<file path="config.mk">
export PLATFORM = sky130hd
export DESIGN_NAME = freq_input_filter
export DESIGN_NICKNAME = d
export VERILOG_FILES = /design/src/rtl/freq_input_filter.sv
export SDC_FILE = /design/constraint.sdc
export NUM_CORES = 1
export LEC_CHECK = 0
export CORE_ASPECT_RATIO = 0.75
export CORE_MARGIN = 5
export CORE_UTILIZATION = 55
export DETAILED_ROUTE_END_ITERATION = 12
export PLACE_DENSITY = 0.84
export SLEW_MARGIN = 25
export SYNTH_ARGS = -nofsm -noshare
export SYNTH_HDL_FRONTEND = slang
export SYNTH_SLANG_ARGS = --single-unit
</file>
<file path="constraint.sdc">
create_clock -name clk -period 3.35 [get_ports clk]
set_input_delay 0.67 -clock clk [delete_from_list [all_inputs] [get_ports clk]]
set_output_delay 0.67 -clock clk [all_outputs]
set_load 0.01 [all_outputs]
</file>
<file path="src/rtl/freq_input_filter.sv">
// freq_input_filter: synchronises, deglitches and prescales a raw field input
// ahead of the frequency counter, exporting edge and glitch statistics.
module freq_input_filter #(
    parameter int FILTER_LEN = 8,
    parameter int PRESCALE_W = 8,
    parameter int GLITCH_W   = 16
) (
    input  logic                  clk,
    input  logic                  rst_n,
    input  logic                  SIGNAL_IN,
    input  logic                  enable,
    input  logic                  invert,
    input  logic [PRESCALE_W-1:0] prescale,
    output logic                  sig_filt,
    output logic                  sig_div,
    output logic [31:0]           edge_count,
    output logic [GLITCH_W-1:0]   glitch_count
);
    localparam int SW = $clog2(FILTER_LEN + 1);
    localparam logic [SW-1:0] LAST = SW'(FILTER_LEN - 1);

    logic [1:0]            sync_q;
    logic                  filt_q, filt_d, div_q, div_d;
    logic [SW-1:0]         stab_q, stab_d;
    logic [PRESCALE_W-1:0] dcnt_q, dcnt_d;
    logic [31:0]           edge_q, edge_d;
    logic [GLITCH_W-1:0]   glitch_q, glitch_d;
    logic                  s, diff, accept, rise;

    // A level returning to sig_filt before acceptance is a rejected glitch.
    always_comb begin
        s        = sync_q[1] ^ invert;
        diff     = s != filt_q;
        accept   = enable && diff && stab_q == LAST;
        rise     = accept && s;
        filt_d   = accept ? s : filt_q;
        stab_d   = (!enable || !diff || accept) ? '0 : stab_q + 1'b1;
        glitch_d = (enable && !diff && stab_q != '0 && glitch_q != '1) ? glitch_q + 1'b1 : glitch_q;
        edge_d   = rise ? edge_q + 32'd1 : edge_q;
        div_d    = rise && dcnt_q >= prescale;
        dcnt_d   = (!enable || div_d) ? '0 : rise ? dcnt_q + 1'b1 : dcnt_q;
    end

    always_ff @(posedge clk or negedge rst_n) begin
        if (!rst_n) begin
            sync_q   <= '0;
            filt_q   <= 1'b0;
            div_q    <= 1'b0;
            stab_q   <= '0;
            dcnt_q   <= '0;
            edge_q   <= '0;
            glitch_q <= '0;
        end else begin
            sync_q   <= {sync_q[0], SIGNAL_IN};
            filt_q   <= filt_d;
            div_q    <= div_d;
            stab_q   <= stab_d;
            dcnt_q   <= dcnt_d;
            edge_q   <= edge_d;
            glitch_q <= glitch_d;
        end
    end

    assign sig_filt     = filt_q;
    assign sig_div      = div_q;
    assign edge_count   = edge_q;
    assign glitch_count = glitch_q;
endmodule

</file>
==> results.py <==
metrics = {
    "worst_setup_path": {
        "critPathArrivalTime_ps": 2970,
        "crit_buf_inv": 1,
        "cp_cell_sequence": "clkdlybuf4s50_1 -> ha_1 -> nand2b_1 -> a2111oi_0 -> o21ai_0 -> or4_1 -> a31oi_1",
        "rr_worst_depth": 7,
        "critical_path_class": "in -> reg",
        "cp_slowest_cell": "a2111oi_0",
        "slowest_delay_ps": 540,
        "cp.depth": 7,
        "cp_top_family": "compound AO/OA/AOI/OAI gates",
        "start_kind": "primary input",
        "cp.required_ps": 3600,
        "crit_path_end_kind": "flip-flop",
        "cp_max_fo": 2,
    },
    "clock_tree": {
        "post-cts-setup-buffer-count": 0,
        "cts.sinks": 64,
        "cts_htree_levels": 3,
        "cts_resized": 0,
        "clk_latency_ps": 330,
        "hold_buffers": 0,
        "cts_tree": "built",
        "cts_buffer_depth": 2,
        "cts_root_buf": "clkbuf_8",
        "path_clk_slew_ps": 60,
        "cts_buffers": 9,
    },
    "grt": {
        "grt_start_max_net_pins": 46,
        "grt_pass1_vias": 2366,
        "grt-ovfl-total": 0,
        "antenna_found_initial": 0,
        "grtUsageTotal_pct": 19.6,
        "grt_pass1_wl_um": 11400,
    },
    "synth": {
        "yosysWarnings": 0,
        "synth-edff-count": 0,
        "ys_ff_latch": 64,
        "syn_inst": 291,
        "async_flop_share_pct": 100,
        "syn_nets": 317,
        "synth_cell_type_count": 42,
        "avgSynthCellArea_um2": 10.9,
        "syn_area_mm2": 0.00316,
        "synth_top_area_cell": "dfrtp_1",
        "seq_area_frac_synth_pct": 50.7,
        "synth.area.top_cells": "dfrtp_1, xnor2_1, ha_1",
        "synth_top_cell_area_share_pct": 50.7,
        "synth_flop_cell": "dfrtp_1",
    },
    "worst_hold_path": {
        "hold_class": "in -> async",
    },
    "sta": {
        "rsz0062_at_grt": "false",
        "min_period_over_period_pct": 81.3,
        "finalClockSkew_ps": 2.61,
        "slew_headroom_pct": 42.6,
        "final_max_slew_viol_count": 0,
        "max_freq_mhz": 367,
        "setup_tns_ps": 0,
        "layout_min_cycle_time_ps": 2720,
        "hold_viol": 0,
        "hold_slack_ps": 327,
        "max_slew.worst_pin.slew_ps": 850,
        "setup_viol": 0,
    },
    "route": {
        "wirelength_um": 6710,
        "route.met2.wl_um": 3040,
        "drt_iter0_markers": 126,
        "viasPerCell": 5.49,
        "via_count": 2428,
        "antenna_left": 0,
        "drtPass1Iterations": 5,
        "dr.max_layer_used": "met4",
        "route.met3.wl_um": 456,
        "drc": 0,
        "drt-met1-wl_um": 3140,
        "wire_per_inst_um": 15.2,
    },
    "run_status": {
        "status": "completed",
    },
    "power": {
        "fin_total_pwr_w": 0.00167,
        "leakagePower_nw": 1.78,
        "power_density_mw_per_mm2": 411,
        "peakVddDrop_mv": 0.370,
    },
    "floorplan": {
        "dieHeight_um": 75.6,
        "initial_core_util_pct": 57.8,
        "boundaryPins": 63,
        "fp.dieW_um": 97.5,
        "core_area_mm2": 0.00547,
        "dieArea_mm2": 0.00737,
        "rows": 23,
    },
    "placed_design": {
        "dp_hpwl_um": 4960,
        "gp_congestion": 0.819,
        "post_dp_cell_area_mm2": 0.00387,
        "io_buffers": 62,
    },
    "cells_and_area": {
        "diodes": 0,
        "fillers": 365,
        "nNetsFinal": 389,
        "final_area_mm2": 0.00406,
        "area_growth_syn_to_layout_pct": 28.6,
        "drive_above_1_share_pct": 8.17,
    },
    "job": {
        "maxCapViolCount": 0,
    },
}
## layer usage
layer,track usage (%),up-vias
li1,-,1178
met1,26.1,1163
met2,31.4,81
met3,6.40,6
met4,5.53,0
met5,0,-
## worst register-to-register path: cells and delay by family, from the launching register on
family                     cells  cell delay, ps
adders and majority gates      1             260
DFF                            1             390
and+or+nand+nor                2             670
buffers and inverters          1              70
AOI/OAI and AO/OA              3             940
## final cells by class
type                       count  area, um^2  area share (%)
sequential                    64        1600            39.4
timing repair buffer          65         641            15.8
inverter                      14        52.6            1.29
clock inverter                 4        45.0            1.11
tap                           75        93.8            2.31
multi-input combinational    209        1490            36.6
clock buffer                  11         141            3.48
## cell usage in the layout, fill, tap and decap left out, drive strengths merged, types with 6 or more instances in the layout
cell,synthesis,layout
clkbuf,3,11
clkdlybuf4s50,0,61
dfrtp,64,64
ha,13,13
inv,14,14
nand2,29,29
nand3,30,30
nand4,15,15
nor2,12,12
nor3,6,6
xnor2,42,42
xor2,7,7
## power by group
group          total, W  switching (W)  internal, W
Clock          0.000633       0.000277     0.000356
Sequential     0.000857      0.0000509     0.000806
Combinational  0.000181      0.0000843    0.0000967
## synth_stat cells (2+ instances only)
| library cell | count |
|---|---|
| nand3b_1 | 2 |
| and2_1 | 2 |
| or4_1 | 2 |
| xor2_1 | 7 |
| and4_1 | 4 |
| a31oi_1 | 4 |
| dfrtp_1 | 64 |
| o21a_1 | 3 |
| or4_4 | 2 |
| xnor2_1 | 42 |
| and3_1 | 5 |
| nand2_1 | 29 |
| nor4_4 | 2 |
| mux2_2 | 2 |
| a21oi_1 | 3 |
| nor3_1 | 6 |
| inv_1 | 13 |
| nor2_1 | 12 |
| nor4_1 | 3 |
| nand3_1 | 29 |
| nand4b_1 | 3 |
| o21ai_0 | 4 |
| nand4_1 | 15 |
| clkbuf_1 | 3 |
| ha_1 | 13 |
## per-stage QoR
| step | worst slack, ps | util (%) | instances |
|---|---|---|---|
| after floorplan | 943 | - | 291 |
| after global placement | 413 | 70.8 | 427 |
| after detailed placement | 334 | 70.8 | 427 |
| after CTS | 669 | 74.3 | 442 |
| after global routing | 463 | 74.3 | 442 |
| final | 627 | 74.3 | 442 |
## state kept, by name, indices dropped and copies added, names as in the netlist
| name | count |
|---|---|
| edge_count | 32 |
| glitch_count | 16 |
| dcnt_q | 8 |
| stab_q | 4 |
| sync_q | 2 |
| sig_div | 1 |
| sig_filt | 1 |
## logic make-up (layout without fill, tap and decap cells)
group	after synthesis	count (layout)	share of synthesized area, %
xor gates and xnor gates	50	50	14.3
buffers and inverters	18	94	2.18
AOI/OAI and AO/OA	20	20	4.20
muxes	2	2	0.713
adders and majority gates	13	13	5.15
DFF	64	64	50.7
and+or+nand+nor	124	124	22.7
## path summary, 6_finish.rpt
check | startpoint | endpoint | slack, ps
max reg2reg | dcnt_q[0]$_DFFE_PN0P_ | dcnt_q[4]$_DFFE_PN0P_ | 930
min in group clk | sync_q[0]$_DFF_PN0_ | sync_q[1]$_DFF_PN0_ | 350
min reg2reg | sync_q[0]$_DFF_PN0_ | sync_q[1]$_DFF_PN0_ | 350
max in group asynchronous | rst_n | stab_q[3]$_DFF_PN0_ | 2430
max | prescale[0] | dcnt_q[4]$_DFFE_PN0P_ | 630
min | rst_n | edge_count[6]$_DFFE_PN0P_ | 330
(Power assumes the default switching activity.)
